## src/rtl/maxicore32_pkg.sv

```systemverilog
// Shared types for the maxicore32 memory path: FSM encoding, access widths and
// the lane/alignment rules used by the bus interface.
package maxicore32_pkg;

  typedef enum logic [1:0] {
    StIdle   = 2'd0,
    StAccess = 2'd1,
    StDone   = 2'd2
  } bus_state_e;

  typedef enum logic [1:0] {
    WidthByte    = 2'd0,
    WidthHalf    = 2'd1,
    WidthWord    = 2'd2,
    WidthIllegal = 2'd3
  } width_e;

  function automatic logic misaligned(logic [1:0] width, logic [1:0] offset);
    case (width)
      WidthByte: return 1'b0;
      WidthHalf: return offset[0];
      WidthWord: return offset != 2'b00;
      default:   return 1'b1;
    endcase
  endfunction

  // Big-endian lanes: byte offset 0 lives in bits 31:24 (strobe bit 3).
  function automatic logic [3:0] lane_strobes(logic [1:0] width, logic [1:0] offset);
    case (width)
      WidthByte: return 4'b1000 >> offset;
      WidthHalf: return offset[1] ? 4'b0011 : 4'b1100;
      WidthWord: return 4'b1111;
      default:   return 4'b0000;
    endcase
  endfunction

  function automatic logic [31:0] place_data(logic [1:0] width, logic [31:0] data);
    case (width)
      WidthByte: return {4{data[7:0]}};
      WidthHalf: return {2{data[15:0]}};
      default:   return data;
    endcase
  endfunction

endpackage

```

## src/rtl/bus_lane_extract.sv

```systemverilog
// Combinational read path: picks the addressed big-endian lane out of a memory
// word and zero- or sign-extends it to 32 bits.
module bus_lane_extract
  import maxicore32_pkg::*;
(
  input  logic [31:0] word,
  input  logic [1:0]  width,
  input  logic [1:0]  offset,
  input  logic        sign_ext,
  output logic [31:0] result
);

  logic [7:0]  byte_sel;
  logic [15:0] half_sel;

  always_comb begin
    case (offset)
      2'd0:    byte_sel = word[31:24];
      2'd1:    byte_sel = word[23:16];
      2'd2:    byte_sel = word[15:8];
      default: byte_sel = word[7:0];
    endcase
    half_sel = offset[1] ? word[15:0] : word[31:16];

    case (width)
      WidthByte: result = {{24{sign_ext & byte_sel[7]}}, byte_sel};
      WidthHalf: result = {{16{sign_ext & half_sel[15]}}, half_sel};
      default:   result = word;
    endcase
  end

endmodule

```

## src/rtl/bus_interface.sv

```systemverilog
// CPU-to-memory bus interface: IDLE/ACCESS/DONE sequencer with optional wait
// states, big-endian byte-lane placement and alignment checking.
module bus_interface
  import maxicore32_pkg::*;
#(
  parameter int unsigned WAIT_STATES = 0
) (
  input  logic        clock,
  input  logic        reset_n,
  input  logic        req,
  input  logic        req_write,
  input  logic [1:0]  req_width,
  input  logic        req_signed,
  input  logic [31:0] req_address,
  input  logic [31:0] req_data,
  output logic        done,
  output logic        bus_error,
  output logic [31:0] result,
  output logic        mem_cs,
  output logic        mem_read,
  output logic        mem_write,
  output logic [29:0] mem_address,
  output logic [31:0] mem_data_out,
  input  logic [31:0] mem_data_in,
  output logic [3:0]  mem_strobes
);

  localparam logic [3:0] WaitInit = 4'(WAIT_STATES);

  bus_state_e  state_q, state_d;
  logic [3:0]  wait_q;
  logic [1:0]  width_q, offset_q;
  logic        signed_q, write_q, error_q;
  logic [29:0] address_q;
  logic [31:0] data_out_q, result_q, read_value;
  logic [3:0]  strobes_q;
  logic        req_bad;

  assign req_bad = misaligned(req_width, req_address[1:0]);

  bus_lane_extract u_lane_extract (
    .word     (mem_data_in),
    .width    (width_q),
    .offset   (offset_q),
    .sign_ext (signed_q),
    .result   (read_value)
  );

  always_comb begin
    state_d = state_q;
    case (state_q)
      StIdle:   if (req) state_d = req_bad ? StDone : StAccess;
      StAccess: if (wait_q == 4'd0) state_d = StDone;
      StDone:   state_d = StIdle;
      default:  state_d = StIdle;
    endcase
  end

  always_ff @(posedge clock or negedge reset_n) begin
    if (!reset_n) begin
      state_q    <= StIdle;
      wait_q     <= 4'd0;
      width_q    <= 2'd0;
      offset_q   <= 2'd0;
      signed_q   <= 1'b0;
      write_q    <= 1'b0;
      error_q    <= 1'b0;
      address_q  <= '0;
      data_out_q <= '0;
      strobes_q  <= 4'd0;
      result_q   <= '0;
    end else begin
      state_q <= state_d;
      case (state_q)
        StIdle: begin
          if (req) begin
            if (req_bad) begin
              error_q  <= 1'b1;
              result_q <= '0;
            end else begin
              // Snapshot the request; req_* may change freely from here on.
              error_q    <= 1'b0;
              wait_q     <= WaitInit;
              width_q    <= req_width;
              offset_q   <= req_address[1:0];
              signed_q   <= req_signed;
              write_q    <= req_write;
              address_q  <= req_address[31:2];
              data_out_q <= place_data(req_width, req_data);
              strobes_q  <= lane_strobes(req_width, req_address[1:0]);
            end
          end
        end
        StAccess: begin
          if (wait_q != 4'd0) wait_q <= wait_q - 4'd1;
          else                result_q <= write_q ? '0 : read_value;
        end
        default: ;
      endcase
    end
  end

  assign mem_cs       = (state_q == StAccess);
  assign mem_read     = mem_cs & ~write_q;
  assign mem_write    = mem_cs & write_q;
  assign done         = (state_q == StDone);
  assign bus_error    = done & error_q;
  assign result       = result_q;
  assign mem_address  = address_q;
  assign mem_data_out = data_out_q;
  assign mem_strobes  = strobes_q;

endmodule

```

## config.mk

```make
export PLATFORM = sky130hd
export DESIGN_NAME = bus_interface
export DESIGN_NICKNAME = d
export VERILOG_FILES = /design/src/rtl/maxicore32_pkg.sv /design/src/rtl/bus_lane_extract.sv /design/src/rtl/bus_interface.sv
export SDC_FILE = /design/constraint.sdc
export NUM_CORES = 1
export LEC_CHECK = 0
export BUFFER_PORTS_ARGS = -buffer_cell sky130_fd_sc_hd__clkbuf_2
export CORE_AREA = 3 3 114 116
export DETAILED_ROUTE_END_ITERATION = 10
export DIE_AREA = 0 0 117 119
export PLACE_DENSITY = 0.75
export SYNTH_ARGS = -nofsm -noshare
export SYNTH_HDL_FRONTEND = slang
export SYNTH_SLANG_ARGS = --single-unit
```

## constraint.sdc

```tcl
create_clock -name clock -period 2 [get_ports clock]
set_input_delay 0 -clock clock [delete_from_list [all_inputs] [get_ports clock]]
set_output_delay 0 -clock clock [all_outputs]
set_load 0.005 [all_outputs]
```

Word-level counts from Yosys, hierarchy flattened
Index checks and enable logic that the tools add are counted.
- bits in registers: 111
- word-level logic and storage cells: 67
- input port bits: 103
- RAM bits: 0
- memories: 0
- bits in read-only memories: 0
- bits in latches: 0
- muxes and demuxes: 21
- multiply operators: 0
- magnitude comparators: 0
- reductions and logical operators: 13
- div/mod/pow operators: 0
- equal/unequal tests: 13
- bitwise gates (word level): 7
- shift operators: 1
- $add $sub $neg: 1
- operators with widths (operator ; number):
    $pmux 32 s2 ; 3
    $mux 32 ; 4
    $pmux 8 s3 ; 1
    $mux 16 ; 1
    $mux 4 ; 4
    $pmux 4 s3 ; 1
    $eq 2x1->1 const B ; 4
    $logic_not 2->1 ; 4
    $ne 2x2->1 const B ; 4
    $pmux 4 s2 ; 1
    $reduce_and 4->1 ; 2
    $eq 2x2->1 const B ; 3
    $mux 2 ; 3
    $and 1x1->1 ; 5
    $logic_not 4->1 ; 1
    $ne 2x1->1 const B ; 2
    $pmux 2 s2 ; 1
    $reduce_and 2->1 ; 2
    $reduce_bool 2->1 ; 2
    $reduce_bool 4->1 ; 1
    $shr 4x2->4 const A ; 1
    $sub 4x1->4 const B ; 1
    $pmux 1 s3 ; 1
    $reduce_and 3->1 ; 1
    other kinds (2) ; 3

Logic depth before layout (Yosys ltp)
- depth after elaboration: 7
- gate-level depth with buffers: 9
- depth with buffers taken out: 6

Hierarchy
Synthesis repeated with hierarchy kept, for this count alone.
- cells, all modules: 436
- area total of the unflattened synthesis: 5532.8 µm²
- by module, submodules not included (module ; area each (µm²) ; cells each ; times used):
    bus_interface ; 4703.3 ; 329 ; 1
    bus_lane_extract ; 829.5 ; 107 ; 1

Worst setup path before layout
No wires, ideal clock.
- kind: register to register
- start point: register wait_q[0]
- end point: register result_q[21], in the netlist result[21]
- path slack: 150 ps
- cell stages (with the launch flop): 10
- arrival: 1784 ps
- period minus slack after synthesis: 1850 ps
- required time: 1934 ps
- path buffers: 3
- cell sequence: dfrtp_1 > inv_1 > ha_1 > or3b_4 > nor3_2 > buf_4 > and4bb_1 > buf_6 > buf_12 > a221o_1
- longest elaborated chain between the ends: 3
- ends and longest elaborated chain (element ; line ; source):
    from (decl) ; bus_interface.sv:31 ; logic [3:0] wait_q;
    from (signal assigned) ; bus_interface.sv:83 ; wait_q <= WaitInit;
    from (signal assigned) ; bus_interface.sv:95 ; if (wait_q != 4'd0) wait_q <= wait_q - 4'd1;
    $reduce_bool 4->1 ; bus_interface.sv:95 ;
    $ne 2x2->1 (no line) ; -- ;
    $reduce_and 4->1 (no line) ; -- ;
    to (signal assigned) ; bus_interface.sv:96 ; else result_q <= write_q ? '0 : read_value;
    to (decl) ; bus_interface.sv:35 ; logic [31:0] data_out_q, result_q, read_value;
Every way passes these cells.
A chain may end at the register's enable or synchronous reset.

Worst setup path after layout
- start point: register offset_q[1]
- end point: register result_q[4], in the netlist result[4]
- longest elaborated chain between the ends: 6
- elaborated cells between the ends (all ways): 9
- ends and longest elaborated chain (element ; line ; source):
    from (decl) ; bus_interface.sv:32 ; logic [1:0] width_q, offset_q;
    from (signal assigned) ; bus_interface.sv:85 ; offset_q <= req_address[1:0];
    $eq 2x2->1 (tied with other cells) ; bus_lane_extract.sv:17 ; case (offset)
    $pmux 8 s3 ; bus_lane_extract.sv:17 ;
    $pmux 32 s2 * ; bus_lane_extract.sv:25 ; case (width)
    $mux 32 * ; bus_interface.sv:96 ;
    $mux 32 * ; bus_interface.sv:95 ;
    $pmux 32 s2 * ; bus_interface.sv:74 ; case (state_q)
Every way passes the cells marked *; elsewhere a longest branch is shown, timed or not. The select of a mux whose other input is x is not followed.

==> reports/qor.yml <==
numPortBuffers: 205
drtIter0Drc: 280
wl_per_cell_um: 17.43
async_flop_share_pct: 100.0
syn_avg_cell_area_um2: 11.64
hold_slack_ns: 0.01335
min_from: "req_data[10]"
rsz0062_at_grt: "no"
hold_depth: 3
pwr_density_cell_mw_per_mm2: 1337
finalSetupViolations: 0
p_leak_nw: 3.929
worstPathCellList: "buf_4, mux2_2, o31ai_1, nor4_1, mux2_1"
synth_area_mm2: 0.005250
synth_edf_count: 0
critPathKind: "reg -> reg"
gp_congestion: 0.7965
r2r-start: "offset_q[1]"
dr_total_vias: 4674
worst_hold_path_type: "in -> reg"
ys.flop_type: "dfrtp_1"
ys_seq_elements: 111
period_minus_slack_ns: 1.901
drv_slew: 0
max-clock-path-buffers: 2
maxCapViolations: 0
worst_pin_slew_ns: 0.8238
cpPeakStageDelay_ns: 0.44
fp.dieH_um: 119
min_period_over_period_pct: 95.03
hold_end: "mem_data_out[10]"
yosysWarnings: 0
clkSinkCount: 111
core_area_mm2: 0.01201
die_w_um: 117
finalNetCount: 846
max_freq_mhz: 526.2
cts-buffers-inserted: 9
insertion_delay_ns: 0.35
grt_start_max_net_pins: 48
skew_ns: 0.005313
cp_max_fo: 22
slew-limit-headroom_pct: 44.87
hold_violations: 0
antenna_found_initial: 0
routed_via_density: 5.234
drive_above_1_share_pct: 42.36
cp_num_buf_inv: 1
ys_types: 46
grt_usage_pct: 22.24
cp_top_family: "multiplexers"
r2r-end: "result[4]"
crit_slowest_cell: "dfrtp_1"
worstSetupStartpointType: "flip-flop"
overflow: 0
tns_ns: 0
peakVddDrop_uv: 727.8
grt_pass1_wl_um: 24490
r2r_setup_slack_ns: 0.1
ant_nets: 0
cp-end-kind: "flip-flop"
post-route-drc-count: 0
finalInstanceArea_mm2: 0.007767
fin_total_pwr_w: 0.01038
area_growth_pct: 47.95
row_count: 40
cp.arrival_ns: 2.13
htreeDepth: 3
routed_wl_um: 15560
die_area_mm2: 0.01392
ys_seq_area_share_pct: 52.91
crit_required_ns: 2.23
initial_core_util_pct: 43.71
status: "complete, no violations"
grt_pass1_vias: 4947
syn-instance-count: 451
root_buffer: "clkbuf_16"
syn_nets: 556
first_pass_iters: 7
clkTransAtPathRegs_ns: 0.07
placed_cell_area_mm2: 0.006556
diodes: 0
hpwl_um: 10450
r2r_cells: 5
cts_tree: "yes"
ios: 206
[final cells by class]
| type | instances | area, um^2 |
|---|---|---|
| Clock buffer | 14 | 284.0 |
| Clock inverter | 2 | 60.06 |
| Fill cell | 925 | 4244 |
| Inverter | 5 | 18.77 |
| Multi-Input combinational cell | 300 | 2306 |
| Sequential cell | 111 | 2778 |
| Tap cell | 147 | 183.9 |
| Timing Repair Buffer | 314 | 2137 |
[kinds of logic after synthesis]
kind of cell,count (synthesis),share of synthesized area (%)
buffers and inverters,41,4.075
DFF,111,52.91
adders and majority gates,2,0.4766
muxes,87,18.64
xor gates and xnor gates,3,0.5006
and+or+nand+nor,121,11.18
AOI/OAI and AO/OA,86,12.23
[cells in the final DEF (no fill, tap or decap), types with 2 or more instances in the layout]
| cell type | netlist | layout |
|---|---|---|
| a21oi_1 | 9 | 9 |
| xnor2_1 | 2 | 2 |
| nor2_4 | 0 | 3 |
| and2_1 | 5 | 5 |
| o311ai_0 | 2 | 2 |
| clkbuf_2 | 1 | 204 |
| inv_1 | 5 | 4 |
| nand2_1 | 57 | 57 |
| mux2_4 | 2 | 2 |
| buf_12 | 1 | 6 |
| dlygate4sd3_1 | 0 | 79 |
| clkbuf_16 | 0 | 10 |
| clkbuf_8 | 0 | 4 |
| bufinv_16 | 0 | 2 |
| nor2_1 | 18 | 17 |
| nor3_1 | 2 | 2 |
| o21ai_0 | 28 | 28 |
| dfrtp_1 | 111 | 111 |
| o31ai_1 | 7 | 7 |
| a32o_1 | 8 | 8 |
| nor3_4 | 0 | 2 |
| ha_1 | 2 | 2 |
| mux2i_1 | 25 | 25 |
| buf_4 | 1 | 24 |
| nor4_1 | 8 | 8 |
| mux2_1 | 7 | 7 |
| nand2b_1 | 17 | 17 |
| o211a_1 | 7 | 7 |
| a221o_1 | 16 | 16 |
| o21ai_1 | 4 | 3 |
| mux2_2 | 51 | 51 |
| nand3_1 | 4 | 4 |
[where the power goes]
group / switching, W / internal [W] / total, W / leakage [nW]
logic: 0.00203 / 0.00227 / 0.00430 / 2.37
registers: 0.000746 / 0.00332 / 0.00407 / 1.39
clock network: 0.000782 / 0.00124 / 0.00202 / 0.169
total: 0.00356 / 0.00682 / 0.0104 / 3.93
[state kept, by name, summed over array words and instances (netlist names)]
signal	count
state_q	2
offset_q	2
mem_strobes	4
width_q	2
signed_q	1
write_q	1
mem_address	30
error_q	1
result	32
wait_q	4
mem_data_out	32
[per-stage QoR]
| stage | util [%] | cells | setup slack (ns) |
|---|---|---|---|
| 2_1_floorplan | - | 451 | 0.1499 |
| 3_3_place_gp | 54.58 | 794 | -0.3330 |
| 3_5_place_dp | 54.58 | 794 | -0.3791 |
| 4_1_cts | 64.07 | 889 | -0.004239 |
| 5_1_grt | 64.67 | 893 | 0.007702 |
| 6_report | 64.67 | 893 | 0.09945 |
[tightest hold or removal path, cell delays in order]
cell	delay, ns
clkbuf_2	0.09
mux2i_1	0.07
o21ai_0	0.16
[per-layer routing]
| layer | vias to the layer above | global-route usage [%] | routed length [um] |
|---|---|---|---|
| li1 | 2201 | - | - |
| met2 | 204 | 38.58 | 7828 |
| met4 | 0 | 6.738 | 251 |
| met3 | 20 | 6.199 | 1296 |
| met5 | - | 0 | 0 |
| met1 | 2249 | 26.48 | 6188 |
[synthesized netlist by cell type, drive strengths merged (2+ instances only)]
| cell | n | area share [%] |
|---|---|---|
| a21oi | 9 | 0.86 |
| nor2 | 19 | 1.4 |
| o311ai | 2 | 0.33 |
| a32o | 8 | 1.5 |
| ha | 2 | 0.48 |
| mux2 | 60 | 13 |
| xnor2 | 2 | 0.33 |
| dfrtp | 111 | 53 |
| nor3 | 4 | 0.57 |
| o211a | 7 | 1.3 |
| o21ai | 32 | 3.1 |
| and2 | 5 | 0.60 |
| buf | 23 | 2.8 |
| inv | 5 | 0.36 |
| nor4 | 8 | 0.95 |
| a221o | 16 | 3.1 |
| or3b | 2 | 0.38 |
| o31ai | 7 | 1.0 |
| nand2 | 57 | 4.1 |
| nand2b | 17 | 2.0 |
| nand3 | 4 | 0.38 |
| mux2i | 26 | 5.2 |
| clkbuf | 13 | 0.95 |
[how the worst max path moves through the flow]
stage                      from    endpoint  slack (ns)  depth (start not counted)
finish              offset_q[1]   result[4]         0.1                          5
detailed placement    wait_q[0]   result[1]       -0.38                          6
CTS                   wait_q[1]   result[1]      -0.004                          6
floorplan             wait_q[0]  result[21]        0.15                          9
global placement      wait_q[0]   result[0]       -0.33                          6
global route          wait_q[1]  result[26]       0.008                          7
[what timing repair did]
| item | CTS | global route |
|---|---|---|
| buffers inserted | 0 | 3 |
| hold buffers | 79 | 0 |
| cloned | 0 | 2 |
| setup endpoints to repair | 33 | 26 |
| pin swaps | 0 | 3 |
| resized for setup | 1 | 7 |
| endpoints found under the hold margin | 116 | 0 |
No activity file was read; power rests on OpenSTA's default activity.
